## src/rtl/sprite_pkg.sv

```systemverilog
// Shared types and constants for the sprite compositor: per-sprite attribute
// bundle, default key/background colors and the pipeline latency helper.
package sprite_pkg;

   localparam logic [23:0] KEY_COLOR_DEF = 24'hFF0000;
   localparam logic [23:0] BG_COLOR_DEF  = 24'hB7FE7B;
   localparam int          SPR_BASE_W    = 19;

   typedef struct packed {
      logic                  en;
      logic [9:0]            x;
      logic [9:0]            y;
      logic [2:0]            wlog2;
      logic [2:0]            hlog2;
      logic                  hflip;
      logic                  vflip;
      logic [SPR_BASE_W-1:0] base;
   } sprite_attr_t;

   // Pixel-in to color-out latency: address stage + ROM + select stage.
   function automatic int latency(input int rom_latency);
      return rom_latency + 2;
   endfunction

endpackage

```

## src/rtl/sprite_addr_gen.sv

```systemverilog
// Stage A for one sprite layer: registered hit test, flip and ROM address.
module sprite_addr_gen
   import sprite_pkg::*;
#(
   parameter int ADDR_W = 19
) (
   input  logic              clk_i,
   input  logic              rst_i,
   input  logic [9:0]        draw_x_i,
   input  logic [9:0]        draw_y_i,
   input  sprite_attr_t      attr_i,
   output logic              hit_o,
   output logic [ADDR_W-1:0] addr_o
);

   logic [10:0]       x_end, y_end;
   logic              hit_d, hit_q;
   logic [6:0]        lx, ly, w_m1, h_m1;
   logic [ADDR_W-1:0] base, offset, addr_d, addr_q;

   always_comb begin
      // 11-bit right/bottom edges so a sprite hanging past 1023 never wraps.
      x_end  = {1'b0, attr_i.x} + (11'd1 << attr_i.wlog2);
      y_end  = {1'b0, attr_i.y} + (11'd1 << attr_i.hlog2);
      hit_d  = attr_i.en
               && (draw_x_i >= attr_i.x) && ({1'b0, draw_x_i} < x_end)
               && (draw_y_i >= attr_i.y) && ({1'b0, draw_y_i} < y_end);
      w_m1   = 7'h7F >> (3'd7 - attr_i.wlog2);
      h_m1   = 7'h7F >> (3'd7 - attr_i.hlog2);
      // Local offsets are below 128 when hit, so 7-bit differences suffice.
      lx     = draw_x_i[6:0] - attr_i.x[6:0];
      ly     = draw_y_i[6:0] - attr_i.y[6:0];
      if (attr_i.hflip) lx = w_m1 - lx;
      if (attr_i.vflip) ly = h_m1 - ly;
      base   = ADDR_W'(attr_i.base);
      offset = (ADDR_W'(ly) << attr_i.wlog2) + ADDR_W'(lx);
      addr_d = hit_d ? base + offset : base;
   end

   always_ff @(posedge clk_i) begin
      if (rst_i) begin
         hit_q  <= 1'b0;
         addr_q <= '0;
      end else begin
         hit_q  <= hit_d;
         addr_q <= addr_d;
      end
   end

   assign hit_o  = hit_q;
   assign addr_o = addr_q;

endmodule

```

## src/rtl/sprite_compositor.sv

```systemverilog
// Per-pixel sprite compositor: address generation per layer, ROM-aligned
// delay lines, priority color select and per-frame collision flags.
module sprite_compositor
   import sprite_pkg::*;
#(
   parameter int          NUM_SPRITES = 8,
   parameter int          ADDR_W      = 19,
   parameter int          ROM_LATENCY = 1,
   parameter logic [23:0] BG_COLOR    = BG_COLOR_DEF,
   parameter logic [23:0] KEY_COLOR   = KEY_COLOR_DEF
) (
   input  logic                                Clk,
   input  logic                                Reset,
   input  logic                                pix_valid,
   input  logic                                frame_start,
   input  logic [9:0]                          DrawX,
   input  logic [9:0]                          DrawY,
   input  logic [NUM_SPRITES-1:0]              spr_en,
   input  logic [NUM_SPRITES-1:0][9:0]         spr_x,
   input  logic [NUM_SPRITES-1:0][9:0]         spr_y,
   input  logic [NUM_SPRITES-1:0][2:0]         spr_wlog2,
   input  logic [NUM_SPRITES-1:0][2:0]         spr_hlog2,
   input  logic [NUM_SPRITES-1:0]              spr_hflip,
   input  logic [NUM_SPRITES-1:0]              spr_vflip,
   input  logic [NUM_SPRITES-1:0][ADDR_W-1:0]  spr_base,
   output logic [NUM_SPRITES-1:0][ADDR_W-1:0]  rom_addr,
   input  logic [NUM_SPRITES-1:0][23:0]        rom_data,
   output logic [7:0]                          VGA_R,
   output logic [7:0]                          VGA_G,
   output logic [7:0]                          VGA_B,
   output logic                                out_valid,
   output logic [NUM_SPRITES-1:0]              collide
);

   // The delay lines cover only the ROM share of the total latency.
   localparam int DL_DEPTH = latency(ROM_LATENCY) - 2;

   sprite_attr_t                             attr [NUM_SPRITES];
   logic [NUM_SPRITES-1:0]                   hit_a;
   logic                                     valid_a_q, fs_a_q;
   logic [DL_DEPTH-1:0][NUM_SPRITES-1:0]     hit_dl_q;
   logic [DL_DEPTH-1:0]                      valid_dl_q, fs_dl_q;
   logic [NUM_SPRITES-1:0]                   hit_b, opaque, coll_now;
   logic                                     valid_b, fs_b;
   logic [23:0]                              color_d, color_q;
   logic                                     out_valid_q;
   logic [NUM_SPRITES-1:0]                   acc_d, acc_q, collide_d, collide_q;

   always_comb begin
      for (int i = 0; i < NUM_SPRITES; i++) begin
         attr[i] = '{en: spr_en[i], x: spr_x[i], y: spr_y[i],
                     wlog2: spr_wlog2[i], hlog2: spr_hlog2[i],
                     hflip: spr_hflip[i], vflip: spr_vflip[i],
                     base: SPR_BASE_W'(spr_base[i])};
      end
   end

   for (genvar g = 0; g < NUM_SPRITES; g++) begin : g_addr
      sprite_addr_gen #(.ADDR_W(ADDR_W)) u_addr_gen (
         .clk_i    (Clk),
         .rst_i    (Reset),
         .draw_x_i (DrawX),
         .draw_y_i (DrawY),
         .attr_i   (attr[g]),
         .hit_o    (hit_a[g]),
         .addr_o   (rom_addr[g])
      );
   end

   always_ff @(posedge Clk) begin
      if (Reset) begin
         valid_a_q  <= 1'b0;
         fs_a_q     <= 1'b0;
         hit_dl_q   <= '0;
         valid_dl_q <= '0;
         fs_dl_q    <= '0;
      end else begin
         valid_a_q     <= pix_valid;
         fs_a_q        <= frame_start;
         hit_dl_q[0]   <= hit_a;
         valid_dl_q[0] <= valid_a_q;
         fs_dl_q[0]    <= fs_a_q;
         for (int k = 1; k < DL_DEPTH; k++) begin
            hit_dl_q[k]   <= hit_dl_q[k-1];
            valid_dl_q[k] <= valid_dl_q[k-1];
            fs_dl_q[k]    <= fs_dl_q[k-1];
         end
      end
   end

   assign hit_b   = hit_dl_q[DL_DEPTH-1];
   assign valid_b = valid_dl_q[DL_DEPTH-1];
   assign fs_b    = fs_dl_q[DL_DEPTH-1];

   always_comb begin
      color_d  = BG_COLOR;
      opaque   = '0;
      coll_now = '0;
      for (int i = 0; i < NUM_SPRITES; i++) begin
         opaque[i] = hit_b[i] && (rom_data[i] != KEY_COLOR);
      end
      // Walk from lowest priority upward so index 0 lands last and wins.
      for (int i = NUM_SPRITES - 1; i >= 0; i--) begin
         if (opaque[i]) color_d = rom_data[i];
      end
      if (!valid_b) color_d = '0;
      for (int i = 0; i < NUM_SPRITES; i++) begin
         coll_now[i] = valid_b && opaque[i]
                       && (|(opaque & ~(NUM_SPRITES'(1) << i)));
      end
      // The frame's first pixel seeds the fresh accumulator.
      acc_d     = fs_b ? coll_now : (acc_q | coll_now);
      collide_d = fs_b ? acc_q : collide_q;
   end

   always_ff @(posedge Clk) begin
      if (Reset) begin
         color_q     <= '0;
         out_valid_q <= 1'b0;
         acc_q       <= '0;
         collide_q   <= '0;
      end else begin
         color_q     <= color_d;
         out_valid_q <= valid_b;
         acc_q       <= acc_d;
         collide_q   <= collide_d;
      end
   end

   assign VGA_R     = color_q[23:16];
   assign VGA_G     = color_q[15:8];
   assign VGA_B     = color_q[7:0];
   assign out_valid = out_valid_q;
   assign collide   = collide_q;

endmodule

```

## config.mk

```make
export PLATFORM = sky130hd
export DESIGN_NAME = sprite_compositor
export DESIGN_NICKNAME = d
export VERILOG_FILES = /design/src/rtl/sprite_pkg.sv /design/src/rtl/sprite_addr_gen.sv /design/src/rtl/sprite_compositor.sv
export SDC_FILE = /design/constraint.sdc
export NUM_CORES = 2
export LEC_CHECK = 0
export ABC_AREA = 1
export BUFFER_PORTS_ARGS = -buffer_cell sky130_fd_sc_hd__buf_2
export CORE_AREA = 2 2 302 304
export DETAILED_ROUTE_END_ITERATION = 10
export DIE_AREA = 0 0 304 306
export PLACE_DENSITY = 0.71
export SETUP_SLACK_MARGIN = 0.3
export SLEW_MARGIN = 30
export SYNTH_ARGS = -nofsm -noshare
export SYNTH_HDL_FRONTEND = slang
export SYNTH_SLANG_ARGS = --single-unit
```

## constraint.sdc

```tcl
create_clock -name Clk -period 8.37 [get_ports Clk]
set_input_delay 0.837 -clock Clk [delete_from_list [all_inputs] [get_ports Clk]]
set_output_delay 0.837 -clock Clk [all_outputs]
set_load 0.1 [all_outputs]
```

==> impl_results.md <==
* Status: complete, no violations
* Vias in the first global route at 45600
* Largest net degree at the start of global routing at 65
* WL/cell at 18.4 µm
* H-tree levels at 1
* Grt ovf at 0
* Max clock buf depth at 3
* Antenna violations before repair at 93
* Crit path kind: input port to register
* Ys async rst share at 0%
* DR iter-0 viols at 3503
* Commonest non-fill, non-tap cell in the layout: nand2_1
* Setup WS post-layout at 2.31 ns
* Core Area at 0.0896 mm²
* Max Cap Viol at 0
* Nature of the critical path endpoint: register
* Fmax at 165 MHz
* Reg-to-Reg End: color_q[10]$_SDFF_PP0_
* Final #Nets at 8884
* # hold bufs at CTS at 0
* Path depth of the worst reg2reg path at 10
* Worst-path fanout max at 17
* First-pass GRT wire length at 245 mm
* Gp weighted congestion at 1.09
* Worst Path Required at 8.91 ns
* Worst path arrival time at 6.60 ns
* Yosys cell types at 61
* Pre-CTS setup slack at 1.74 ns
* Die Area at 0.0930 mm²
* Root buffer cell: clkbuf_16
* CP max stage delay at 0.59 ns
* Crit-path most repeated cell: nand2_1
* Multi-input gate area at 0.0334 mm²
* Die H at 306 µm
* CTS tree: built
* Drt pass-1 iters at 7
* CTS buffer count at 28
* Worst R2R Setup Slack at 5.68 ns
* P_leak at 27.3 nW
* Synth top area cells: ha_1 21%, nand2_1 15%, dfxtp_1 10%
* Quantity of I/O buffers inserted on ports at 784
* Hold Crit Start: g_addr[7].u_addr_gen.hit_o$_SDFF_PP0_
* Clock transition at the registers of the reported paths at 0.07 ns
* WL final at 161 mm
* Sequential cell area at 0.00426 mm²
* Worst Skew at 0.0219 ns
* TNS Setup at 0 ns
* Drt drc at 0
* Area Overhead vs Synth at 14.5%
* Worst-skew pair later-pin latency at 0.64 ns
* Post-CTS Setup Repair Bufs at 0
* Dominant cell type by area after synthesis: ha_1
* Setup violators final at 0
* Worst VDD drop at 0.191 mV
* I/O pin total at 785
* Final hold vios at 0
* Global Route Usage Sum at 33.1%
* Avg Cell Area, Syn at 6.19 µm²
* FF-to-FF Start: hit_b[6]$_SDFF_PP0_
* Fillers at 9261
* Ratio of final minimum period to clock period at 72.4%
* FP Rows at 110
* DR vias at 47600
* Design Power at 7.50 mW
* Die W at 304 µm
* Post-route minimum period at 6.06 ns
* Max_slew headroom at 31.5%
* Synthesized flop and latch total at 213
* Synth Instances at 6795
* RSZ-0062 raised after global routing: no
* CP startpoint kind: input port
* Tightest Pin Transition at 1.02 ns
* Number of flops mapped to enable cells by yosys at 0
* Share of cells above drive strength 1 at 12.8%
* Top-area cell type share of the netlist area at 20.7%
* WHS at 0.399 ns
* Mapped cell area at 0.0421 mm²
* Synthesized net count at 8203
* Slew Viols, Final at 0
* Clock sinks at 213
* HP Class: register to register
* Post-cts resize count at 0
* DR vias/cell at 5.45
* Starting Density at 47.0%
* Worst hold stages at 2
* Slowest CP cell: fa_1
* Pwr dens at 156 mW/mm²
* Antenna Violating Nets Remaining at 0
* Hold Path Sink: hit_b[7]$_SDFF_PP0_
* Synth warnings at 0
* Synth Flop Type: dfxtp_1
* Dpl hpwl at 133 mm
* Most frequent cells in the layout: 1659 x nand2_1, 983 x inv_1, 783 x buf_2
* Post-synthesis sequential area ratio at 10.1%
## through the flow
step / cell area, µm² / std cells / utilization (%)
6_report: 48200 / 8746 / 53.8
5_1_grt: 48100 / 8729 / 53.7
4_1_cts: 48000 / 8673 / 53.6
3_5_place_dp: 47000 / 8622 / 52.4
3_3_place_gp: 47000 / 8622 / 52.4
2_1_floorplan: 42100 / 6795 / -
## Yosys cell counts, types with 6 or more instances
cell type and number:
o21bai_1 25, a21boi_0 8, and3_1 6, nand3_2 13, nand2_1 1660, nand4_1 173
inv_1 984, o22ai_1 11, xnor2_1 76, buf_2 29, nand3_1 366, buf_4 9
or2_2 31, nor3_1 71, nand3b_1 20, a31oi_1 48, o21ai_0 359, nor2_2 23
o21ai_1 14, nand2_2 12, fa_1 112, ha_1 696, a211oi_1 7, o21a_1 14
inv_2 11, o311ai_1 8, o2111ai_1 6, dfxtp_1 213, nor2_1 716, a21oi_1 593
o211ai_1 28, clkbuf_1 105, xor2_1 256, nor4_1 9, a21o_1 34
## power breakdown
group | internal [mW] | leakage [nW] | switching (mW) | total [mW]
clock network | 0.807 | 0.503 | 0.590 | 1.40
registers | 1.08 | 1.76 | 0.0216 | 1.10
logic | 1.69 | 25.1 | 3.32 | 5.01
total | 3.57 | 27.3 | 3.93 | 7.50
## cell type report
type                    instances  area share (%)
multi-input cells            5432            69.4
well taps                    1176            3.05
inverters                    1000            7.80
clock inverters                17           0.569
clock buffers                  34            1.56
repair buffers                801            8.41
flip-flops and latches        213            8.85
diodes                         73           0.379
## state kept, by name, indices dropped and copies added (netlist names), 8 cells and up
signal / count
g_addr.u_addr_gen.addr_o: 152
color_q: 24
acc_q: 8
collide: 8
g_addr.u_addr_gen.hit_o: 8
hit_b: 8
## worst max-delay path: cells and delay by family
kind            cells  cell delay [ns]
simple gates       12             0.85
compound gates      6             1.41
xor+xnor            1             0.06
buf+inv             7             1.52
fa+ha+maj           4             1.90
## logic make-up after synthesis
kind of cell / synth area share [%]
and+or+nand+nor: 31.1
AOI/OAI and AO/OA: 15.4
buffers and inverters: 10.5
adders and majority gates: 26.0
xor gates and xnor gates: 6.91
DFF: 10.1
muxes: 0.0476
## worst max-delay path by stage
| stage | from | endpoint | slack, ns | cells after the start |
|---|---|---|---|---|
| global placement | DrawY[1] | g_addr[3].u_addr_gen.addr_o[13]$_SDFF_PP0_ | 1.80 | 30 |
| global route | DrawY[1] | g_addr[4].u_addr_gen.addr_o[13]$_SDFF_PP0_ | 1.82 | 28 |
| CTS | DrawY[1] | g_addr[3].u_addr_gen.addr_o[13]$_SDFF_PP0_ | 2.42 | 30 |
| floorplan | DrawY[0] | g_addr[7].u_addr_gen.addr_o[13]$_SDFF_PP0_ | 3.27 | 29 |
| finish | DrawY[1] | g_addr[3].u_addr_gen.addr_o[13]$_SDFF_PP0_ | 2.31 | 30 |
| detailed placement | DrawY[1] | g_addr[3].u_addr_gen.addr_o[13]$_SDFF_PP0_ | 1.74 | 30 |
## metal layers
layer	vias up	GRT usage (%)	part of all wire [%]
met5	-	0	0.14
met4	34	23.9	7.5
met1	21500	36.7	38
li1	23800	-	-
met2	1824	56.8	47
met3	502	6.51	7.6
No activity file was read; power rests on OpenSTA's default activity.
